`src/rtl/uart_tx.sv`:
```
// uart_tx
// UART transmitter. Accepts one DATA_BITS-wide word over a valid/ready
// handshake and sends it LSB-first on tx_out as a frame of one start bit
// (space), DATA_BITS data bits and STOP_BITS stop bits (mark). Every bit
// lasts exactly BAUD_DIV clock cycles. The line idles at mark.
//
// Ports:
//   clk        system clock, all logic on the rising edge
//   reset_n    asynchronous active-low reset
//   tx_en      transmitter enable, gates acceptance of new frames only
//   valid_in   tx_data is valid (producer side of the handshake)
//   tx_data    word to send, sampled on the accept edge
//   ready_out  block can accept a frame this cycle
//   tx_out     registered serial line
//   busy       a frame is in progress (any state other than IDLE)
//   tx_done    one-cycle pulse on the last cycle of the final stop bit
module uart_tx #(
   parameter int BAUD_DIV  = 434,
   parameter int DATA_BITS = 8,
   parameter int STOP_BITS = 1
) (
   input  logic                 clk,
   input  logic                 reset_n,
   input  logic                 tx_en,
   input  logic                 valid_in,
   input  logic [DATA_BITS-1:0] tx_data,
   output logic                 ready_out,
   output logic                 tx_out,
   output logic                 busy,
   output logic                 tx_done
);

   localparam int BAUD_W = (BAUD_DIV > 1) ? $clog2(BAUD_DIV) : 1;
   localparam int BIT_W  = $clog2(DATA_BITS + 1);

   localparam logic [BAUD_W-1:0] BAUD_LAST = BAUD_W'(BAUD_DIV - 1);
   localparam logic [BIT_W-1:0]  DATA_LAST = BIT_W'(DATA_BITS - 1);
   localparam logic [BIT_W-1:0]  STOP_LAST = BIT_W'(STOP_BITS - 1);

   typedef enum logic [1:0] {
      IDLE,
      START,
      DATA,
      STOP
   } state_t;

   state_t               state;
   state_t               state_next;
   logic [BAUD_W-1:0]    baud_cnt;
   logic [BAUD_W-1:0]    baud_cnt_next;
   logic [BIT_W-1:0]     bit_cnt;
   logic [BIT_W-1:0]     bit_cnt_next;
   logic [DATA_BITS-1:0] shift;
   logic [DATA_BITS-1:0] shift_next;
   logic                 tx_out_next;
   logic                 bit_tick;
   logic                 accept;

   // A bit period ends when the baud counter reaches its last value; the
   // counter is held at zero while idle so this never fires in IDLE.
   assign bit_tick = (state != IDLE) && (baud_cnt == BAUD_LAST);
   assign accept   = valid_in && ready_out;

   // State register together with the datapath registers. tx_out is
   // registered from the value the line must carry in the next state, so
   // the start bit appears on the line in the cycle right after accept.
   always_ff @(posedge clk or negedge reset_n) begin
      if (!reset_n) begin
         state    <= IDLE;
         baud_cnt <= '0;
         bit_cnt  <= '0;
         shift    <= '0;
         tx_out   <= 1'b1;
      end else begin
         state    <= state_next;
         baud_cnt <= baud_cnt_next;
         bit_cnt  <= bit_cnt_next;
         shift    <= shift_next;
         tx_out   <= tx_out_next;
      end
   end

   // Next-state logic. The bit counter is reused: it counts data bits in
   // DATA and stop bits in STOP, and is cleared on entry to each.
   always_comb begin
      state_next    = state;
      baud_cnt_next = baud_cnt;
      bit_cnt_next  = bit_cnt;
      shift_next    = shift;

      if (state != IDLE) begin
         baud_cnt_next = bit_tick ? '0 : baud_cnt + 1'b1;
      end

      case (state)
         IDLE: begin
            if (accept) begin
               state_next    = START;
               shift_next    = tx_data;
               baud_cnt_next = '0;
               bit_cnt_next  = '0;
            end
         end
         START: begin
            if (bit_tick) begin
               state_next   = DATA;
               bit_cnt_next = '0;
            end
         end
         DATA: begin
            if (bit_tick) begin
               shift_next = shift >> 1;
               if (bit_cnt == DATA_LAST) begin
                  state_next   = STOP;
                  bit_cnt_next = '0;
               end else begin
                  bit_cnt_next = bit_cnt + 1'b1;
               end
            end
         end
         STOP: begin
            if (bit_tick) begin
               if (bit_cnt == STOP_LAST) begin
                  state_next   = IDLE;
                  bit_cnt_next = '0;
               end else begin
                  bit_cnt_next = bit_cnt + 1'b1;
               end
            end
         end
         default: begin
            state_next = IDLE;
         end
      endcase

      case (state_next)
         START:   tx_out_next = 1'b0;
         DATA:    tx_out_next = shift_next[0];
         default: tx_out_next = 1'b1;
      endcase
   end

   // Handshake and status outputs. ready_out is qualified with reset_n so
   // it drops immediately when reset is asserted, even though the state
   // register already reads IDLE at that point.
   always_comb begin
      ready_out = reset_n && tx_en && (state == IDLE);
      busy      = (state != IDLE);
      tx_done   = (state == STOP) && bit_tick && (bit_cnt == STOP_LAST);
   end

endmodule

```
`config.mk`:
```
export PLATFORM = sky130hd
export DESIGN_NAME = uart_tx
export DESIGN_NICKNAME = d
export VERILOG_FILES = /design/src/rtl/uart_tx.sv
export SDC_FILE = /design/constraint.sdc
export NUM_CORES = 1
export LEC_CHECK = 0
export ABC_AREA = 1
export BUFFER_PORTS_ARGS = -buffer_cell sky130_fd_sc_hd__clkbuf_2
export CAP_MARGIN = 30
export CORE_ASPECT_RATIO = 2
export CORE_MARGIN = 2
export CORE_UTILIZATION = 51
export DETAILED_ROUTE_END_ITERATION = 8
export PLACE_DENSITY_LB_ADDON = 0.15
export SETUP_SLACK_MARGIN = 0.4
export SYNTH_ARGS = -nofsm -noshare
export SYNTH_HDL_FRONTEND = slang
export SYNTH_SLANG_ARGS = --single-unit
export TNS_END_PERCENT = 100
```
`constraint.sdc`:
```
create_clock -name clk -period 1.31 [get_ports clk]
set_input_delay 0.131 -clock clk [delete_from_list [all_inputs] [get_ports clk]]
set_output_delay 0.131 -clock clk [all_outputs]
set_load 0.05 [all_outputs]
```
======== Word level (Yosys, flattened, before mapping) ========
Cells that the tools add are included.
word-level totals
  logic and storage cells ................. 53
  bits of input ports ..................... 12
  flip-flop bits (word level) ............. 24
  output and inout port bits .............. 4
cells by class
  muxes and demuxes ....................... 22
  eq/ne operators ......................... 11
  add/subtract/negate cells ............... 2
  reductions and logical operators ........ 12
operators with widths
  kind                                            count
  two-way mux 9 bit                               4
  two-way mux 4 bit                               6
  two-way mux 8 bit                               2
  case mux 4 bit (4 select lines)                 1
  case mux 8 bit (2 select lines)                 1
  two-way mux 2 bit                               6
  adder 9 x 1 -> 9 bit (second input constant)    1
  == test 9 bit (second input constant)           1
  != test 2 bit (second input constant)           4
  case mux 2 bit (4 select lines)                 1
  == test 2 bit (second input constant)           3
  logical AND 1 bit                               6
  adder 4 x 1 -> 4 bit (second input constant)    1
  == test 2 x 1 -> 1 bit (second input constant)  2
  == test 4 x 3 -> 1 bit (second input constant)  1
  zero test 4 bit                                 1
  AND reduction 4 bit                             1
  nonzero test 2 bit                              2
  AND reduction 3 bit                             1
  zero test 2 bit                                 1
  case mux 1 bit (2 select lines)                 1

======== Logic depth before layout (Yosys ltp) ========
Gate-level depths: netlist (run 1).
  word-level depth ........................ 7
  depth in mapped cells ................... 11
  mapped depth without buffers ............ 11

======== Worst setup path after synthesis (run 1) ========
OpenSTA, ideal clock, no wires.
  path kind ............................... reg2out
  start ................................... register baud_cnt[1]
  end ..................................... output tx_done
  data arrival time ....................... 1.605 ns
  required time ........................... 1.179 ns
  stages on the path, launching flop included .. 7
  path buffers ............................ 0
  slack ................................... -0.426 ns
  path through ............................ dfrtp_1 > inv_1 > ha_1 > nand2_1 > nor2_4 > nand3_1 > nor2_1
on the way
  word-level cells in the longest chain between the ends .. 4
RTL lines
  item                             RTL line  text
  start, declared                  49        logic [BAUD_W-1:0] baud_cnt;
  start signal, assigned           76        baud_cnt <= baud_cnt_next;
  == test 9 bit                    61        assign bit_tick = (state != IDLE) && (baud_cnt == BAUD_LAST);
  logical AND 1 bit                61
  logical AND 1 bit (2 in series)  149       tx_done = (state == STOP) && bit_tick && (bit_cnt == STOP_LAST);
  end, declared                    30        output logic tx_done
No other way between the ends.

======== Worst setup path in the final report (run 1) ========
  start ................................... register baud_cnt[1]
  end ..................................... register bit_cnt[0]
on the way
  word-level cells in the longest chain between the ends .. 4
  elaborated cells on any way between the ends .. 6
  classes of those cells .................. 4 x eq/ne; 2 x reduce/logical
RTL lines
  item                               RTL line  text
  == test 9 bit (*)                  61
  logical AND 1 bit (*)              61
  != test 2 bit (no line)            --
  AND reduction 4 bit (no line) (*)  --
  end signal, assigned               77        bit_cnt <= bit_cnt_next;
  end, declared                      51        logic [BIT_W-1:0] bit_cnt;
Every way passes the cells marked *; elsewhere a longest branch is shown, timed or not.
A chain may end at the register's enable or synchronous reset.

==> results by group, run 1 <==
Synth
  • Share of the synthesized area in the top cell type: 0.414
  • Yosys cell types: 26
  • Syn Nets: 188
  • Area contributors post-synth: dfrtp_1 41%, nand2_1 11%, inv_1 6.8%
  • Synthesized cell area: between 1000 and 1500 um^2
  • Largest area contributor in the netlist: dfrtp_1
  • Post-synthesis sequential area ratio: 0.433
  • Syn. warnings: 0
  • Synthesized area per cell: 8.07 um^2
  • Synth Instances: approximately 170
  • Synth Register Bits: 24

Floorplan
  • Die Width: about 40 um
  • Initial core utilization: 0.540
  • Die ar.: 3180 um^2
  • FP Rows: 26
  • IO Pins: 16
  • Die height: just under 80 um
  • Core area: around 2600 um^2

STA
  • RSZ-0062 raised after global routing: yes
  • Setup ws final: -0.433 ns
  • Worst slew pin tran: 0.330 ns
  • Slew Viols, Final: 0
  • Worst Skew: 0.00542 ns
  • Maximum clock rate: around 570 MHz
  • Final setup fails: 27
  • Final Hold Vio Count: 0
  • Slew headroom: 0.780
  • Final Critical Period: 1.74 ns
  • Fin crit share: 1.33

Clock network
  • Clock Latency Late Sink: roughly 0.28 ns
  • Worst-path clk slew: 0.10 ns
  • TritonCTS clock tree: done
  • Clk buf depth: 2
  • Root buffer cell: clkbuf_8
  • H-tree depth: 1
  • Clock sinks: 24
  • CTS Buf Count: 3

Setup path
  • Setup crit end kind: flop
  • Worst Path Arrival: around 1.9 ns
  • R2R cell count: 10
  • FF-to-FF End: bit_cnt[0]$_DFFE_PN0P_
  • Critical path type: flop to flop
  • Launch point of the worst reg-to-reg path: baud_cnt[1]$_DFF_PN0_
  • Worst Path Max Fanout: 11
  • Startpoint Class: flop
  • Worst Path Required: 1.51 ns
  • Reg-to-reg slack, setup: -0.43 ns

Min path
  • WHS Endpoint: shift[3]$_DFFE_PN0P_
  • Hold-critical path depth: 3
  • Tightest Hold Check Type: input port to flop
  • Worst Hold Launch: tx_data[3]

Power
  • Leakage power: 1.13 nW
  • Internal: between 0.001 and 0.0015 W
  • Cell Pwr Density: between 500 and 600 nW/um^2
  • VDD IR-drop max: a little under 900 uV
  • Sequential power share: 0.560
  • Clock power share: 0.407
  • Total chip power: 0.00132 W
  • Switching share of total power: 0.224
  • Comb pwr share: 0.033
  • Psw: approximately 0.00030 W

Route
  • Drt initial violations: 59
  • Vias per cell: ~6.0
  • Routed wire length: ~6000 um
  • Post-route DRC: 0
  • Via Count: roughly 1600
  • Final ANT Viol Nets: 0
  • Pre-antenna DRT Iters: 4
  • Post-DR wirelength/cell: 21.6 um

Global route
  • Total Routing Usage GR: 0.294
  • Vias in the first global route: 1593
  • Largest net degree at the start of global routing: 25
  • Total grt overflow: 0
  • Wire length of the first global-routing pass: about 6600 um
  • Initial antenna violation count: 0

Cells and area
  • Layout cell share with drive strength beyond 1: 0.539
  • Final Instance Count excl. Fillers: 273
  • P&R area growth vs syn: 67.7%
  • Nets: about 260
  • Post-Route Utilization: 0.907
  • ANT cells: 0

Run status
  • Failing checks: negative setup slack
  • Run status: finished with violations

Place
  • RD Place Congestion: approximately 0.85
  • DP HPWL: ~2600 um
  • Placed Cells: around 250
  • Port-buffer cells: 15
  • DP Worst Slack: -0.179 ns

Job
  • Max-Cap Viols: 0
[critical path, cell delays in order, from the launching register on]
cell and delay, ns:
dfrtp_1 0.43, inv_2 0.10, ha_4 0.14, nand2_4 0.05
nor2_4 0.15, buf_6 0.15, nand3_2 0.12, nand2_4 0.12
buf_12 0.14, a21oi_1 0.09, a21oi_1 0.16
[state kept, by name (all words and copies together) (netlist names)]
| register | flops |
|---|---|
| baud_cnt | 9 |
| shift | 8 |
| state | 2 |
| tx_out | 1 |
| bit_cnt | 4 |
[placed cells by master, fill, tap and decap left out, drive strengths merged, types with 4 or more instances in the layout]
cell type / Yosys / routed
inv: 30 / 30
o21ai: 8 / 8
buf: 1 / 56
nor2: 23 / 23
a21oi: 6 / 6
ha: 4 / 4
nand2: 46 / 46
dfrtp: 23 / 23
nand3: 12 / 12
clkbuf: 0 / 17
nor3: 4 / 4
o221ai: 6 / 6
[worst max-delay path by stage]
stage | cells after the start | slack, ns | from | to
6_report | 10 | -0.43 | baud_cnt[1]$_DFF_PN0_ | bit_cnt[0]$_DFFE_PN0P_
5_1_grt | 9 | -0.45 | bit_cnt[0]$_DFFE_PN0P_ | bit_cnt[0]$_DFFE_PN0P_
4_1_cts | 7 | -0.25 | baud_cnt[1]$_DFF_PN0_ | tx_done
3_5_place_dp | 11 | -0.18 | baud_cnt[1]$_DFF_PN0_ | tx_out$_DFF_PN1_
3_3_place_gp | 7 | -0.13 | baud_cnt[1]$_DFF_PN0_ | tx_done
2_1_floorplan | 11 | -0.06 | baud_cnt[1]$_DFF_PN0_ | tx_out$_DFF_PN1_
[logic make-up after synthesis]
group / synth area share
AOI/OAI and AO/OA: 0.101
xor gates and xnor gates: 0.0189
adders and majority gates: 0.0360
buffers and inverters: 0.0892
DFF: 0.433
and+or+nand+nor: 0.322
[cells in the mapped netlist]
cell / n
a21oi_1: 6
buf_4: 1
clkinv_1: 1
dfrtp_1: 23
dfstp_2: 1
ha_1: 4
inv_1: 25
inv_2: 5
nand2_1: 42
nand2_2: 3
nand2_4: 1
nand3_1: 9
nand3_2: 1
nand3_4: 2
nand4_1: 2
nor2_1: 15
nor2_2: 3
nor2_4: 5
nor3_1: 3
nor3_2: 1
o2111ai_1: 1
o21ai_0: 4
o21ai_1: 4
o221ai_1: 6
o32ai_1: 1
xor2_1: 3
[routing by layer]
metal	wire length, um	track usage	part of all wire	vias to the layer above
met5	0	0	0	-
met4	507	0.157	0.086	0
met3	349	0.0543	0.059	48
met2	3090	0.516	0.53	99
met1	1940	0.288	0.33	787
li1	-	-	-	698
[repair_timing]
item	CTS	global route
hold buffers	1	0
endpoints found under the hold margin	23	0
gates resized for setup	30	44
pin swaps	5	20
setup endpoints to repair	28	28
cloned	0	0
buffers inserted	12	11
[layout make-up]
type | instances | area (um^2)
Tap cell | 28 | 35.0
Multi-Input combinational cell | 116 | 903
Timing Repair Buffer | 70 | 608
Fill cell | 100 | 240
Clock buffer | 4 | 55.1
Inverter | 31 | 124
Sequential cell | 24 | 604
[power by group through the flow]
stage	Combinational [W]	Sequential, W	Clock (W)
final	0.0000434	0.000740	0.000538
after global routing	0.0000467	0.000740	0.000553
after CTS	0.0000409	0.000740	0.000525
after detailed placement	0.0000386	0.000755	0
after global placement	0.0000375	0.000755	0
after floorplan	0.00000335	0.000755	0
[per-stage QoR]
stage	setup TNS [ns]	hold WS (ns)	cell area (um^2)
after floorplan	-0.175	-0.165	1440
after global placement	-1.11	0.181	1780
after detailed placement	-2.34	0.180	1780
after CTS	-3.67	0.0677	2070
after global routing	-8.19	0.0718	2330
final	-7.17	0.0629	2330
Note: power is estimated with default switching activity, not from simulation.
==> run 2, diff against run 1 <==
--- a/config.mk
+++ b/config.mk
@@ -10,7 +10,7 @@
 export CAP_MARGIN = 30
 export CORE_ASPECT_RATIO = 2
 export CORE_MARGIN = 2
-export CORE_UTILIZATION = 51
+export CORE_UTILIZATION = 40
 export DETAILED_ROUTE_END_ITERATION = 8
 export PLACE_DENSITY_LB_ADDON = 0.15
 export SETUP_SLACK_MARGIN = 0.4
==> run 2 against run 1 <==
Compared with the run above:
- the flow still finishes with violations (negative setup slack)
- clock skew fell by 0.0021 ns
- die area grew 25%
- global-route usage down 6.5 points
- non-clock buffer count grew 3
- power fell by 5.9%
- worst hold slack improved by 0.0058 ns
- first-iteration DRC count down 75%
- clock power is 14% lower
- cell count is 2.9% higher
- via count shrank 12%
- worst setup slack improved by 0.12 ns
- clock-buffer cell count is the same
==> results by group, run 2 (same netlist as run 1, synthesis figures left out) <==
Floorplan
  • Die height: 87.3 um (was 77.8 um)
  • IO Pins: 16 (unchanged)
  • Die Width: 45.7 um (was 40.9 um)
  • Core area: 3340 um^2 (was 2570 um^2)
  • Die ar.: 3990 um^2 (was 3180 um^2)
  • FP Rows: 30 (was 26)
  • Initial core utilization: 0.416 (was 0.540)

Place
  • DP HPWL: 2720 um (was 2610 um)
  • RD Place Congestion: 0.815 (was 0.854)
  • Port-buffer cells: 15 (unchanged)
  • Placed Cells: 250 (was 245)

STA
  • Worst Skew: 0.00335 ns (was 0.00542 ns)
  • Final Hold Vio Count: 0 (unchanged)
  • Slew Viols, Final: 0 (unchanged)
  • Final Critical Period: 1.62 ns (was 1.74 ns)
  • Slew headroom: 0.788 (was 0.780)
  • Hold WS: 0.0688 ns (was 0.0629 ns)
  • RSZ-0062 raised after global routing: yes (unchanged)
  • Worst slew pin tran: 0.318 ns (was 0.330 ns)
  • Maximum clock rate: 616 MHz (was 574 MHz)
  • Fin crit share: 1.24 (was 1.33)
  • Setup ws final: -0.315 ns (was -0.433 ns)
  • Final setup fails: 27 (unchanged)

Clock network
  • H-tree depth: 1 (unchanged)
  • TritonCTS clock tree: done (unchanged)
  • CTS Buf Count: 3 (unchanged)
  • Clock sinks: 24 (unchanged)
  • Worst-path clk slew: 0.09 ns (was 0.10 ns)
  • Clk buf depth: 2 (unchanged)
  • Root buffer cell: clkbuf_8 (unchanged)
  • Clock Latency Late Sink: 0.27 ns (was 0.28 ns)

Power
  • Sequential power share: 0.595 (was 0.560)
  • VDD IR-drop max: 454 uV (was 893 uV)
  • Cell Pwr Density: 519 nW/um^2 (was 567 nW/um^2)
  • Leakage power: 1.15 nW (was 1.13 nW)
  • Internal: 0.000974 W (was 0.00103 W)
  • Psw: 0.000269 W (was 0.000296 W)
  • Comb pwr share: 0.033 (about the same)
  • Clock power share: 0.372 (was 0.407)
  • Switching share of total power: 0.217 (was 0.224)

Cells and area
  • Largest regs: baud_cnt x9, shift x8, bit_cnt x4 (unchanged)
  • Nets: 266 (was 262)
  • Final Instance Count excl. Fillers: 281 (was 273)
  • P&R area growth vs syn: 72.5% (was 67.7%)
  • Commonest non-fill, non-tap cell in the layout: buf_4 (unchanged)
  • Layout cell share with drive strength beyond 1: 0.598 (was 0.539)
  • Commonest cells after routing, fill and taps aside: 47 x buf_4, 30 x nand2_1, 21 x inv_1, 21 x dfrtp_1 (was 41 x buf_4, 30 x nand2_1, 21 x inv_1, 21 x dfrtp_1, 12 x buf_6)
  • ANT cells: 0 (unchanged)
  • Largest Register: baud_cnt (unchanged)
  • Max reg flops: 9 (unchanged)

Global route
  • Largest net degree at the start of global routing: 25 (unchanged)
  • Wire length of the first global-routing pass: 6680 um (was 6610 um)
  • Total grt overflow: 0 (unchanged)
  • Total Routing Usage GR: 0.229 (was 0.294)
  • Vias in the first global route: 1575 (was 1593)
  • Initial antenna violation count: 0 (unchanged)

Run status
  • Run status: finished with violations (unchanged)
  • Failing checks: negative setup slack (unchanged)

Route
  • Post-route DRC: 0 (unchanged)
  • Routed wire length: 4190 um (was 5890 um)
  • Vias per cell: 5.11 (was 5.98)
  • Post-DR wirelength/cell: 14.9 um (was 21.6 um)
  • Drt initial violations: 15 (was 59)
  • Pre-antenna DRT Iters: 5 (was 4)
  • Final ANT Viol Nets: 0 (unchanged)
  • Via Count: 1437 (was 1632)

Setup path
  • Worst Path Required: 1.18 ns (was 1.51 ns)
  • Critical path type: flop to primary output (was flop to flop)
  • Setup crit end kind: primary output (was flop)
  • Worst Path Max Fanout: 3 (was 11)
  • Startpoint Class: flop (unchanged)
  • Worst Path Arrival: 1.49 ns (was 1.94 ns)

Job
  • Max-Cap Viols: 0 (unchanged)

Min path
  • Tightest Hold Check Type: input port to flop (unchanged)
[run 2: cell count changes in the layout (fill, tap and decap cells not counted), sizes merged]
cell / change
buf: +3
nand2: +1
[run 2: area by class of cell]
cell class	count	area [um^2]
Tap cell	32	40.0
Fill cell	257	945
Multi-Input combinational cell	117	957
Inverter	31	121
Sequential cell	24	604
Clock buffer	4	45.0
Timing Repair Buffer	73	628
[run 2: worst paths after layout]
path | startpoint | end | slack [ns] | cells after the start
hold / removal | tx_data[4] | shift[4]$_DFFE_PN0P_ | 0.07 | 3
max in group asynchronous | reset_n | tx_out$_DFF_PN1_ | 0.57 | 3
setup reg to reg | baud_cnt[1]$_DFF_PN0_ | shift[2]$_DFFE_PN0P_ | -0.27 | 9
hold reg to reg | shift[7]$_DFFE_PN0P_ | shift[7]$_DFFE_PN0P_ | 0.55 | 2
min in group asynchronous | reset_n | baud_cnt[7]$_DFF_PN0_ | 0.44 | 3
setup / recovery | bit_cnt[1]$_DFFE_PN0P_ | tx_done | -0.31 | 7
[run 2: worst max-delay path: stages, from the launching register on]
cell and delay, ns:
dfrtp_1 0.41, inv_2 0.07, ha_2 0.17, nand2_2 0.06
nor2_4 0.14, nand3_4 0.10, nor2_4 0.13, buf_8 0.15
[run 2: stage by stage]
stage	area (um^2)	total power, W	worst slack [ns]	util	TNS (ns)
2_1_floorplan	1440	0.000758	-0.0576	-	-0.175
3_3_place_gp	1790	0.000794	-0.230	0.537	-3.45
3_5_place_dp	1790	0.000795	-0.282	0.537	-4.27
4_1_cts	2220	0.00126	-0.295	0.663	-4.61
5_1_grt	2400	0.00129	-0.384	0.717	-7.51
6_report	2400	0.00124	-0.315	0.717	-5.64
[run 2: per-layer routing]
metal	track usage	vias to the layer above	share of wire
met3	0.0207	12	0.016
met4	0.112	0	0.037
met1	0.221	694	0.35
met5	0	-	0
li1	-	706	-
met2	0.440	25	0.59
[run 2: power groups by stage]
stage                     Sequential [W]  Combinational, W  Clock, W
final                           0.000740         0.0000407  0.000462
after global routing            0.000740         0.0000475  0.000498
after CTS                       0.000740         0.0000419  0.000478
after detailed placement        0.000755         0.0000397         0
after global placement          0.000755         0.0000388         0
after floorplan                 0.000755        0.00000335         0
[run 2: repair_timing]
item                                   4_1_cts  5_1_grt
endpoints found under the hold margin       23        0
pin swaps                                   11       21
setup buffers                               14       11
setup endpoints to repair                   28       28
gates resized for setup                     55       28
hold buffers                                 1        0
cloned                                       1        0
==> run 3, diff against run 2 <==
--- a/config.mk
+++ b/config.mk
@@ -11,6 +11,7 @@
 export CORE_ASPECT_RATIO = 2
 export CORE_MARGIN = 2
 export CORE_UTILIZATION = 40
+export CTS_BUF_LIST = sky130_fd_sc_hd__clkbuf_8 sky130_fd_sc_hd__clkbuf_16
 export DETAILED_ROUTE_END_ITERATION = 8
 export PLACE_DENSITY_LB_ADDON = 0.15
 export SETUP_SLACK_MARGIN = 0.4
==> run 3 against run 2 <==
Compared with the run above:
- flip-flop and latch count did not move
- power fell by 0.60%
- highest routed layer unchanged
- clock power is 2% lower
- the flow still finishes with violations (negative setup slack)
- largest power group unchanged
- die area stayed put
==> results by group, run 3 (same netlist as run 1, synthesis figures left out) <==
Clock network
  • H-tree depth: 1 (unchanged)
  • Clock Latency Late Sink: 0.27 ns (about the same)
  • Clk buf depth: 2 (unchanged)
  • CTS Buf Count: 3 (unchanged)
  • Root buffer cell: clkbuf_8 (unchanged)
  • Clock sinks: 24 (unchanged)
  • TritonCTS clock tree: done (unchanged)
  • Worst-path clk slew: 0.09 ns (about the same)

STA
  • Final Critical Period: 1.62 ns (about the same)
  • Final setup TNS: -5.66 ns (was -5.64 ns)
  • Slew headroom: 0.791 (was 0.788)
  • Maximum clock rate: 616 MHz (about the same)
  • Setup ws final: -0.313 ns (was -0.315 ns)
  • Fin crit share: 1.24 (about the same)
  • Worst slew pin tran: 0.314 ns (was 0.318 ns)
  • Final setup fails: 27 (unchanged)
  • RSZ-0062 raised after global routing: yes (unchanged)
  • Worst Skew: 0.00324 ns (was 0.00335 ns)
  • Slew Viols, Final: 0 (unchanged)
  • Final Hold Vio Count: 0 (unchanged)

Global route
  • Initial antenna violation count: 0 (unchanged)
  • Largest net degree at the start of global routing: 25 (unchanged)
  • Total Routing Usage GR: 0.229 (unchanged)
  • Wire length of the first global-routing pass: 6680 um (unchanged)
  • Vias in the first global route: 1573 (was 1575)
  • Total grt overflow: 0 (unchanged)

Cells and area
  • Commonest cells after routing, fill and taps aside: 47 x buf_4, 30 x nand2_1, 22 x inv_1 (was 47 x buf_4, 30 x nand2_1, 21 x inv_1, 21 x dfrtp_1)
  • Layout cell share with drive strength beyond 1: 0.598 (unchanged)
  • Post-Route Utilization: 0.717 (unchanged)
  • Largest Register: baud_cnt (unchanged)
  • Fillers: 257 (unchanged)
  • Largest regs: baud_cnt x9, shift x8, bit_cnt x4 (unchanged)
  • Commonest non-fill, non-tap cell in the layout: buf_4 (unchanged)
  • Max reg flops: 9 (unchanged)
  • ANT cells: 0 (unchanged)
  • Nets: 266 (unchanged)
  • Finished layout cell area: 2400 um^2 (unchanged)
  • P&R area growth vs syn: 72.5% (unchanged)

Power
  • Cell Pwr Density: 516 nW/um^2 (was 519 nW/um^2)
  • Total chip power: 0.00124 W (about the same)
  • Leakage power: 1.15 nW (about the same)
  • VDD IR-drop max: 455 uV (was 454 uV)

Floorplan
  • Die ar.: 3990 um^2 (unchanged)
  • FP Rows: 30 (unchanged)
  • Die height: 87.3 um (unchanged)
  • Core area: 3340 um^2 (unchanged)
  • Initial core utilization: 0.416 (unchanged)
  • Die Width: 45.7 um (unchanged)
  • IO Pins: 16 (unchanged)

Setup path
  • CP most frequent cell: nor2_4 (unchanged)
  • Startpoint Class: flop (unchanged)
  • Critical path type: flop to primary output (unchanged)
  • Setup crit end kind: primary output (unchanged)
  • Worst Path Max Fanout: 3 (unchanged)
  • Slowest cell delay on critical path: 0.41 ns (about the same)
  • Worst Path Arrival: 1.49 ns (about the same)
  • CP Cell Sequence: inv_2 -> ha_2 -> nand2_2 -> nor2_4 -> nand3_4 -> nor2_4 -> buf_8 (unchanged)
  • CP max stage cell: dfrtp_1 (unchanged)
  • Worst Path Required: 1.18 ns (about the same)

Place
  • Cell area after placement: 1790 um^2 (unchanged)
  • DP HPWL: 2720 um (unchanged)
  • DP Worst Slack: -0.282 ns (unchanged)
  • Port-buffer cells: 15 (unchanged)
  • RD Place Congestion: 0.815 (unchanged)

Route
  • Pre-antenna DRT Iters: 5 (unchanged)
  • Drt initial violations: 17 (was 15)
  • Post-route DRC: 0 (unchanged)
  • Final ANT Viol Nets: 0 (unchanged)
  • Post-DR wirelength/cell: 14.9 um (about the same)
  • Vias per cell: 5.11 (about the same)
  • Via Count: 1436 (was 1437)
  • Routed wire length: 4190 um (about the same)

Min path
  • Tightest Hold Check Type: input port to flop (unchanged)

Job
  • Max-Cap Viols: 0 (unchanged)

Run status
  • Failing checks: negative setup slack (unchanged)
  • Run status: finished with violations (unchanged)
## run 3: routing by layer
metal / part of all wire / wire length, um / vias up / global-route usage
met5: 0 / 0 / - / 0
met2: 0.59 / 2490 / 27 / 0.440
li1: - / - / 706 / -
met4: 0.037 / 154 / 0 / 0.112
met3: 0.017 / 73 / 12 / 0.0207
met1: 0.35 / 1470 / 691 / 0.221
## run 3: worst paths after layout
kind                            slack (ns)                    end                    from  cells past startpoint
worst min-delay path                  0.07   shift[4]$_DFFE_PN0P_              tx_data[4]                      3
worst max register to register       -0.28   shift[2]$_DFFE_PN0P_   baud_cnt[1]$_DFF_PN0_                      9
worst max-delay path                 -0.31                tx_done  bit_cnt[1]$_DFFE_PN0P_                      7
worst min register to register        0.55   shift[7]$_DFFE_PN0P_    shift[7]$_DFFE_PN0P_                      2
min in group asynchronous             0.44  baud_cnt[7]$_DFF_PN0_                 reset_n                      3
max in group asynchronous             0.58       tx_out$_DFF_PN1_                 reset_n                      3
## run 3: layout make-up
type | instances | area, um^2 | share of cell area
Multi-Input combinational cell | 117 | 957 | 0.399
Clock inverter | 1 | 3.75 | 0.00157
Sequential cell | 24 | 604 | 0.252
Inverter | 31 | 121 | 0.0507
Timing Repair Buffer | 73 | 628 | 0.262
Clock buffer | 3 | 41.3 | 0.0172
Tap cell | 32 | 40.0 | 0.0167
## run 3: critical path: cells and delay by family, from the launching register on
family        cells  cell delay (ns)
flops             1             0.41
buf+inv           2             0.22
fa+ha+maj         1             0.17
simple gates      4             0.43
## run 3: repair_timing
action,in CTS,in global routing
hold buffers,1,0
gates cloned,1,0
endpoints found under the setup margin,28,28
buffers inserted,14,11
pin swaps,11,21
endpoints found under the hold margin,23,0
resized for setup,55,28
## run 3: report_power, final
part / internal (W) / switching [W] / total [W]
combinational: 0.0000161 / 0.0000244 / 0.0000406
sequential: 0.000740 / 0 / 0.000740
clock: 0.000210 / 0.000245 / 0.000455
total: 0.000966 / 0.000270 / 0.00124
## run 3: metrics by stage
stage          cells  hold WS [ns]
2_1_floorplan    172        -0.165
3_3_place_gp     250         0.213
3_5_place_dp     250         0.214
4_1_cts          270        0.0629
5_1_grt          281        0.0671
6_report         281        0.0696
